File: src/rtl/branch_predictor_pkg.sv
// Shared types and constants for the branch predictor: BTB entry layout,
// 2-bit counter encodings and default sizing.
package bp_pkg;

    localparam int ENTRIES_DEF = 16;
    localparam int IDXW_DEF    = 4;

    // Tag field sized for the smallest legal index (IDXW=2); narrower tags are zero-extended.
    localparam int TAG_W = 28;

    localparam logic [1:0] CTR_SNT = 2'b00;
    localparam logic [1:0] CTR_WNT = 2'b01;
    localparam logic [1:0] CTR_WT  = 2'b10;
    localparam logic [1:0] CTR_ST  = 2'b11;

    typedef struct packed {
        logic             valid;
        logic [TAG_W-1:0] tag;
        logic [31:0]      target;
        logic [1:0]       ctr;
    } bp_entry_t;

    function automatic logic [TAG_W-1:0] pc_tag(input logic [31:0] pc, input int unsigned idxw);
        return TAG_W'(pc >> (idxw + 32'd2));
    endfunction

endpackage

File: src/rtl/branch_predictor_if.sv
// Pipeline-facing signal bundle of the branch predictor; master is the core
// pipeline, slave is the predictor.
interface bp_if;
    logic [31:0] PCF;
    logic        StallD;
    logic        StallE;
    logic        FlushD;
    logic        FlushE;
    logic        BranchE;
    logic        BranchTakenE;
    logic [31:0] ALUResultE;
    logic [31:0] PCPlus8E;
    logic        is_branchF;
    logic        PredictTakenF;
    logic [31:0] PredictedBranchPC;
    logic        WrongPredictionE;

    modport master (
        output PCF, StallD, StallE, FlushD, FlushE,
               BranchE, BranchTakenE, ALUResultE, PCPlus8E,
        input  is_branchF, PredictTakenF, PredictedBranchPC, WrongPredictionE
    );

    modport slave (
        input  PCF, StallD, StallE, FlushD, FlushE,
               BranchE, BranchTakenE, ALUResultE, PCPlus8E,
        output is_branchF, PredictTakenF, PredictedBranchPC, WrongPredictionE
    );
endinterface

File: src/rtl/branch_predictor_sat_counter2.sv
// Two-bit saturating counter step: moves toward strong-taken on a taken
// outcome and toward strong-not-taken otherwise.
module sat_counter2
    import bp_pkg::*;
(
    input  logic [1:0] ctr,
    input  logic       taken,
    output logic [1:0] ctr_next
);

    // Next counter value, saturating at both ends.
    always_comb begin
        ctr_next = ctr;
        case (ctr)
            CTR_SNT: ctr_next = taken ? CTR_WNT : CTR_SNT;
            CTR_WNT: ctr_next = taken ? CTR_WT  : CTR_SNT;
            CTR_WT:  ctr_next = taken ? CTR_ST  : CTR_WNT;
            CTR_ST:  ctr_next = taken ? CTR_ST  : CTR_WT;
            default: ctr_next = CTR_SNT;
        endcase
    end

endmodule

File: src/rtl/branch_predictor.sv
// Direct-mapped BTB with 2-bit counters: combinational fetch lookup, F->D->E
// prediction record, E-stage misprediction detection and BTB update.
module branch_predictor
    import bp_pkg::*;
#(
    parameter int ENTRIES = ENTRIES_DEF,
    parameter int IDXW    = IDXW_DEF
)
(
    input  logic clk,
    input  logic reset,
    bp_if.slave  bus
);

    bp_entry_t        btb_r [ENTRIES];

    logic             pred_taken_d_r;
    logic [31:0]      pred_target_d_r;
    logic             pred_taken_e_r;
    logic [31:0]      pred_target_e_r;

    logic [IDXW-1:0]  idx_f_s;
    bp_entry_t        entry_f_s;
    logic             hit_f_s;

    logic [31:0]      br_pc_s;
    logic [IDXW-1:0]  idx_e_s;
    logic [TAG_W-1:0] tag_e_s;
    bp_entry_t        entry_e_s;
    logic             hit_e_s;
    logic [1:0]       ctr_next_s;

    assign idx_f_s   = bus.PCF[IDXW+1:2];
    assign entry_f_s = btb_r[idx_f_s];
    assign hit_f_s   = entry_f_s.valid && (entry_f_s.tag == pc_tag(bus.PCF, IDXW));

    assign bus.is_branchF        = hit_f_s;
    assign bus.PredictTakenF     = hit_f_s && entry_f_s.ctr[1];
    assign bus.PredictedBranchPC = hit_f_s ? entry_f_s.target : 32'd0;

    // The E instruction's own address is recovered from its PC+8.
    assign br_pc_s   = bus.PCPlus8E - 32'd8;
    assign idx_e_s   = br_pc_s[IDXW+1:2];
    assign tag_e_s   = pc_tag(br_pc_s, IDXW);
    assign entry_e_s = btb_r[idx_e_s];
    assign hit_e_s   = entry_e_s.valid && (entry_e_s.tag == tag_e_s);

    sat_counter2 u_ctr (
        .ctr      (entry_e_s.ctr),
        .taken    (bus.BranchTakenE),
        .ctr_next (ctr_next_s)
    );

    // A non-branch that was predicted taken is a BTB alias and must be redirected.
    assign bus.WrongPredictionE = bus.BranchE
        ? ((pred_taken_e_r != bus.BranchTakenE) ||
           (pred_taken_e_r && bus.BranchTakenE && (pred_target_e_r != bus.ALUResultE)))
        : pred_taken_e_r;

    // Prediction record pipeline: flush beats stall.
    always_ff @(posedge clk) begin
        if (reset) begin
            pred_taken_d_r  <= 1'b0;
            pred_target_d_r <= 32'd0;
            pred_taken_e_r  <= 1'b0;
            pred_target_e_r <= 32'd0;
        end else begin
            if (bus.FlushD) begin
                pred_taken_d_r  <= 1'b0;
                pred_target_d_r <= 32'd0;
            end else if (!bus.StallD) begin
                pred_taken_d_r  <= bus.PredictTakenF;
                pred_target_d_r <= bus.PredictedBranchPC;
            end
            if (bus.FlushE) begin
                pred_taken_e_r  <= 1'b0;
                pred_target_e_r <= 32'd0;
            end else if (!bus.StallE) begin
                pred_taken_e_r  <= pred_taken_d_r;
                pred_target_e_r <= pred_target_d_r;
            end
        end
    end

    // BTB update from the resolved E instruction; a stalled E only updates when it leaves.
    always_ff @(posedge clk) begin
        if (reset) begin
            for (int i = 0; i < ENTRIES; i++) begin
                btb_r[i] <= '0;
            end
        end else if (!bus.StallE) begin
            if (bus.BranchE) begin
                if (hit_e_s) begin
                    btb_r[idx_e_s].ctr <= ctr_next_s;
                    if (bus.BranchTakenE) begin
                        btb_r[idx_e_s].target <= bus.ALUResultE;
                    end
                end else if (bus.BranchTakenE) begin
                    btb_r[idx_e_s] <= '{valid: 1'b1, tag: tag_e_s,
                                        target: bus.ALUResultE, ctr: CTR_WT};
                end
            end else if (pred_taken_e_r && hit_e_s) begin
                btb_r[idx_e_s].valid <= 1'b0;
            end
        end
    end

endmodule

File: src/flat_wrapper.sv
// flat-port wrapper written by rule: the top's interface ports become plain ports
module branch_predictor_flat import bp_pkg::*;
#(
    parameter int ENTRIES = ENTRIES_DEF,
    parameter int IDXW    = IDXW_DEF
)
  (clk, reset, bus_PCF, bus_StallD, bus_StallE, bus_FlushD, bus_FlushE, bus_BranchE, bus_BranchTakenE, bus_ALUResultE, bus_PCPlus8E, bus_is_branchF, bus_PredictTakenF, bus_PredictedBranchPC, bus_WrongPredictionE);
  bp_if bus_i ();
  input  logic clk;
  input  logic reset;
  input wire logic [$bits(bus_i.PCF)-1:0] bus_PCF;
  input wire logic [$bits(bus_i.StallD)-1:0] bus_StallD;
  input wire logic [$bits(bus_i.StallE)-1:0] bus_StallE;
  input wire logic [$bits(bus_i.FlushD)-1:0] bus_FlushD;
  input wire logic [$bits(bus_i.FlushE)-1:0] bus_FlushE;
  input wire logic [$bits(bus_i.BranchE)-1:0] bus_BranchE;
  input wire logic [$bits(bus_i.BranchTakenE)-1:0] bus_BranchTakenE;
  input wire logic [$bits(bus_i.ALUResultE)-1:0] bus_ALUResultE;
  input wire logic [$bits(bus_i.PCPlus8E)-1:0] bus_PCPlus8E;
  output wire logic [$bits(bus_i.is_branchF)-1:0] bus_is_branchF;
  output wire logic [$bits(bus_i.PredictTakenF)-1:0] bus_PredictTakenF;
  output wire logic [$bits(bus_i.PredictedBranchPC)-1:0] bus_PredictedBranchPC;
  output wire logic [$bits(bus_i.WrongPredictionE)-1:0] bus_WrongPredictionE;
  assign bus_i.PCF = bus_PCF;
  assign bus_i.StallD = bus_StallD;
  assign bus_i.StallE = bus_StallE;
  assign bus_i.FlushD = bus_FlushD;
  assign bus_i.FlushE = bus_FlushE;
  assign bus_i.BranchE = bus_BranchE;
  assign bus_i.BranchTakenE = bus_BranchTakenE;
  assign bus_i.ALUResultE = bus_ALUResultE;
  assign bus_i.PCPlus8E = bus_PCPlus8E;
  assign bus_is_branchF = bus_i.is_branchF;
  assign bus_PredictTakenF = bus_i.PredictTakenF;
  assign bus_PredictedBranchPC = bus_i.PredictedBranchPC;
  assign bus_WrongPredictionE = bus_i.WrongPredictionE;
  branch_predictor #(.ENTRIES(ENTRIES), .IDXW(IDXW)) u_core (.clk(clk), .reset(reset), .bus(bus_i));
endmodule
File: config.mk
export PLATFORM = sky130hd
export DESIGN_NAME = branch_predictor_flat
export DESIGN_NICKNAME = d
export VERILOG_FILES = /design/src/rtl/branch_predictor_pkg.sv /design/src/rtl/branch_predictor_if.sv /design/src/rtl/branch_predictor_sat_counter2.sv /design/src/rtl/branch_predictor.sv /design/src/flat_wrapper.sv
export SDC_FILE = /design/constraint.sdc
export NUM_CORES = 2
export LEC_CHECK = 0
export CORE_AREA = 2 2 341 343
export DETAILED_ROUTE_END_ITERATION = 7
export DIE_AREA = 0 0 343 345
export PLACE_DENSITY = 0.61
export SYNTH_ARGS = -nofsm -noshare
export SYNTH_HDL_FRONTEND = slang
export SYNTH_SLANG_ARGS = --single-unit
File: constraint.sdc
create_clock -name clk -period 10 [get_ports clk]
set_input_delay 2.5 -clock clk [delete_from_list [all_inputs] [get_ports clk]]
set_output_delay 2.5 -clock clk [all_outputs]
set_load 0.1 [all_outputs]
==> results.json <==
{
  "row_count": 125,
  "grt_max_degree": 67,
  "drive_gt1_share_pct": 22.6,
  "dieArea_sq_um": 118000,
  "grt_overflow_total": 0,
  "vias_per_cell": 6.14,
  "min_period_ns": 8.67,
  "syn-num-nets": 3682,
  "grt_pass1_vias": 32400,
  "critPathArrivalTime_ns": 6.17,
  "cts_tree": "built",
  "ys_warn_count": 0,
  "grt_antenna_before_repair": 11,
  "fin_setup_tns_ns": 0,
  "ys_ff_latch": 1042,
  "wl_met3_um": 15700,
  "cts_setup_buffers": 0,
  "synth_area_sq_um": 51200,
  "cts-resized-gates": 0,
  "die_y_um": 345,
  "drc": 0,
  "setup_viol": 0,
  "syn2layout_area_growth_pct": 13.9,
  "syn_inst": 3576,
  "path_max_fanout": 43,
  "hold_viol": 0,
  "routed_wl_um": 157000,
  "drtPass1Iterations": 6,
  "root_buffer": "clkbuf_16",
  "cts_buffer_depth": 3,
  "cp_num_buf_inv": 4,
  "cp_slowest_cell": "mux4_2",
  "synth_ff_type": "edfxtp_1",
  "cp_slowest_stage_delay_ns": 0.59,
  "rsz0062_at_grt": "false",
  "htreeDepth": 3,
  "clkTransAtPathRegs_ns": 0.06,
  "start_kind": "input port",
  "clock.fmax_mhz": 115,
  "layout_commonest_cell": "edfxtp_1",
  "wl_per_cell_um": 29.8,
  "drv_cap": 0,
  "criticalPathCategory": "input port to primary output",
  "hold_class": "flop to flop",
  "drt-met1-wl_um": 61500,
  "outcome": "finished, final reports clean",
  "n_fill_cell": 9727,
  "worst_ep_required_time_ns": 7.50,
  "synth_edf_count": 976,
  "cts_sinks": 1042,
  "ys_async_sr_fraction_pct": 0,
  "path_cells": "buf_8 -> buf_12 -> mux4_2 -> mux4_2 -> xnor2_1 -> nand4_1 -> nor2_1 -> nand4_1 -> buf_4 -> nor2_1 -> buf_12",
  "start_util_pct": 44.5,
  "place.gp.congestion": 0.808,
  "crit_path_end_kind": "primary output",
  "hpwl_um": 87500,
  "routed-via-count": 32200,
  "route.met2.wl_um": 74300,
  "finalClockSkew_ns": 0.0606,
  "syn_avg_cell_area_sq_um": 14.3,
  "leakage_nw": 19.8,
  "core_area_sq_um": 115000,
  "io_pins": 139,
  "worst_pin_slew_ns": 1.23,
  "clk_latency_ns": 0.72,
  "final_cells": 5246,
  "nets": 3733,
  "drtIter0Drc": 4385,
  "critical_path.top_delay_family": "buffers and inverters",
  "grt_pass1_wl_um": 225000,
  "synth_cell_types": 66,
  "timing.final.crit_share_pct": 86.7,
  "track_usage_pct": 26.4,
  "dp.cells": 5040,
  "power.density_nw_per_um2": 174,
  "dpl_cell_area_sq_um": 54800,
  "ant_nets": 0,
  "layout_common_cells": "edfxtp_1, nor2_1, and2_1, mux4_2, buf_4",
  "fin_area_sq_um": 58300,
  "relSlewSlack_pct": 17.9,
  "cts_buffers": 109,
  "dieWidth_um": 343,
  "port_buffers": 134,
  "top_layer": "met5",
  "irDropWorstVdd_v": 0.000154,
  "slew_viol_final": 0,
  "ys_seq_area_share_pct": 59.8,
  "hold_buffers": 0
}
registers in the layout, summed over array words and instances, names as in the netlist:
| name | count |
|---|---|
| u_core.btb_r | 976 |
| u_core.pred_taken_d_r | 1 |
| u_core.pred_taken_e_r | 1 |
| u_core.pred_target_d_r | 32 |
| u_core.pred_target_e_r | 32 |
worst min-delay path, delay by kind of cell (launching register included):
family	cells	cell delay (ns)
mux	1	0.06
flops	1	0.32
simple gates	1	0.07
kinds of logic after synthesis:
family	count (synthesis)	share of synthesized area (%)
compound gates	199	2.46
xor+xnor	91	1.59
fa+ha+maj	3	0.0684
buf+inv	350	3.06
flops	1042	59.8
mux	494	19.2
simple gates	1397	13.8
cell usage after synthesis (3+ instances only):
cell type    n  area (sq um)
or2b_1       3          22.5
o211ai_1     6          45.0
or2_2        3          18.8
o211ai_2    10           125
mux2i_1     75           751
clkbuf_1   204           766
o21ai_0     70           350
xor2_1      16           140
buf_4       15           113
mux4_2     386          8690
or4_1        7          52.6
buf_6       18           203
nor3_1      59           295
a22oi_1     20           150
or3_1        6          37.5
o31ai_1      3          22.5
edfxtp_1   976         29300
and3_1       9          56.3
o31a_1       3          26.3
nor4_1       7          43.8
nand2_1     76           285
buf_2       49           245
nor2_1     575          2160
clkinv_1     3          11.3
inv_1       12          45.0
dfxtp_1     66          1320
xnor2_1     73           639
or2b_4       5          56.3
nand4_1     40           250
nand2b_1     9          56.3
nand4b_1     3          26.3
a21oi_1     60           300
inv_2        8          30.0
nand3_1     61           305
and2_1     518          3240
buf_1       40           150
mux2_2      33           372
o2bb2ai_1   16           140
metal layers:
metal	track usage, %	up-vias
met5	0	-
met4	8.56	4
met3	5.94	275
met2	41.7	1768
met1	36.4	16700
li1	-	13500
cell type report:
type	count	area, sq um	area share [%]
multi-input cells	2184	19400	33.3
flip-flops and latches	1042	30600	52.5
diodes	2	5.00	0.00858
inverters	23	87.6	0.150
well taps	1524	1910	3.27
clock inverters	46	495	0.850
repair buffers	267	2740	4.69
clock buffers	158	3030	5.20
power by group:
group / switching, W / internal [W] / total [W] / leakage [nW]
Combinational: 0.000631 / 0.000434 / 0.00106 / 8.23
Clock: 0.00174 / 0.00229 / 0.00403 / 1.70
Sequential: 0.0000785 / 0.00497 / 0.00505 / 9.83
per-stage QoR:
stage	util [%]	setup slack, ns	hold WS (ns)	power, W
floorplan	-	0.901	0.456	0.00577
global placement	47.6	1.31	0.470	0.00619
global route	50.7	1.11	0.482	0.0104
detailed placement	47.6	1.32	0.477	0.00620
CTS	50.7	1.31	0.438	0.0102
finish	50.7	1.33	0.439	0.0101
worst paths after layout:
kind / end / slack [ns] / start / depth (start not counted)
hold / removal: u_core.pred_target_e_r[28]$_SDFFE_PP0N_ / 0.44 / u_core.pred_target_d_r[28]$_SDFFE_PP0N_ / 2
hold reg to reg: u_core.pred_target_e_r[28]$_SDFFE_PP0N_ / 0.44 / u_core.pred_target_d_r[28]$_SDFFE_PP0N_ / 2
setup reg to reg: u_core.btb_r[7][1]$_SDFFCE_PN0P_ / 5.11 / u_core.btb_r[0][45]$_SDFFCE_PN0P_ / 11
setup / recovery: bus_PredictedBranchPC[9] / 1.33 / bus_PCF[2] / 11
No activity file was read; power rests on OpenSTA's default activity.
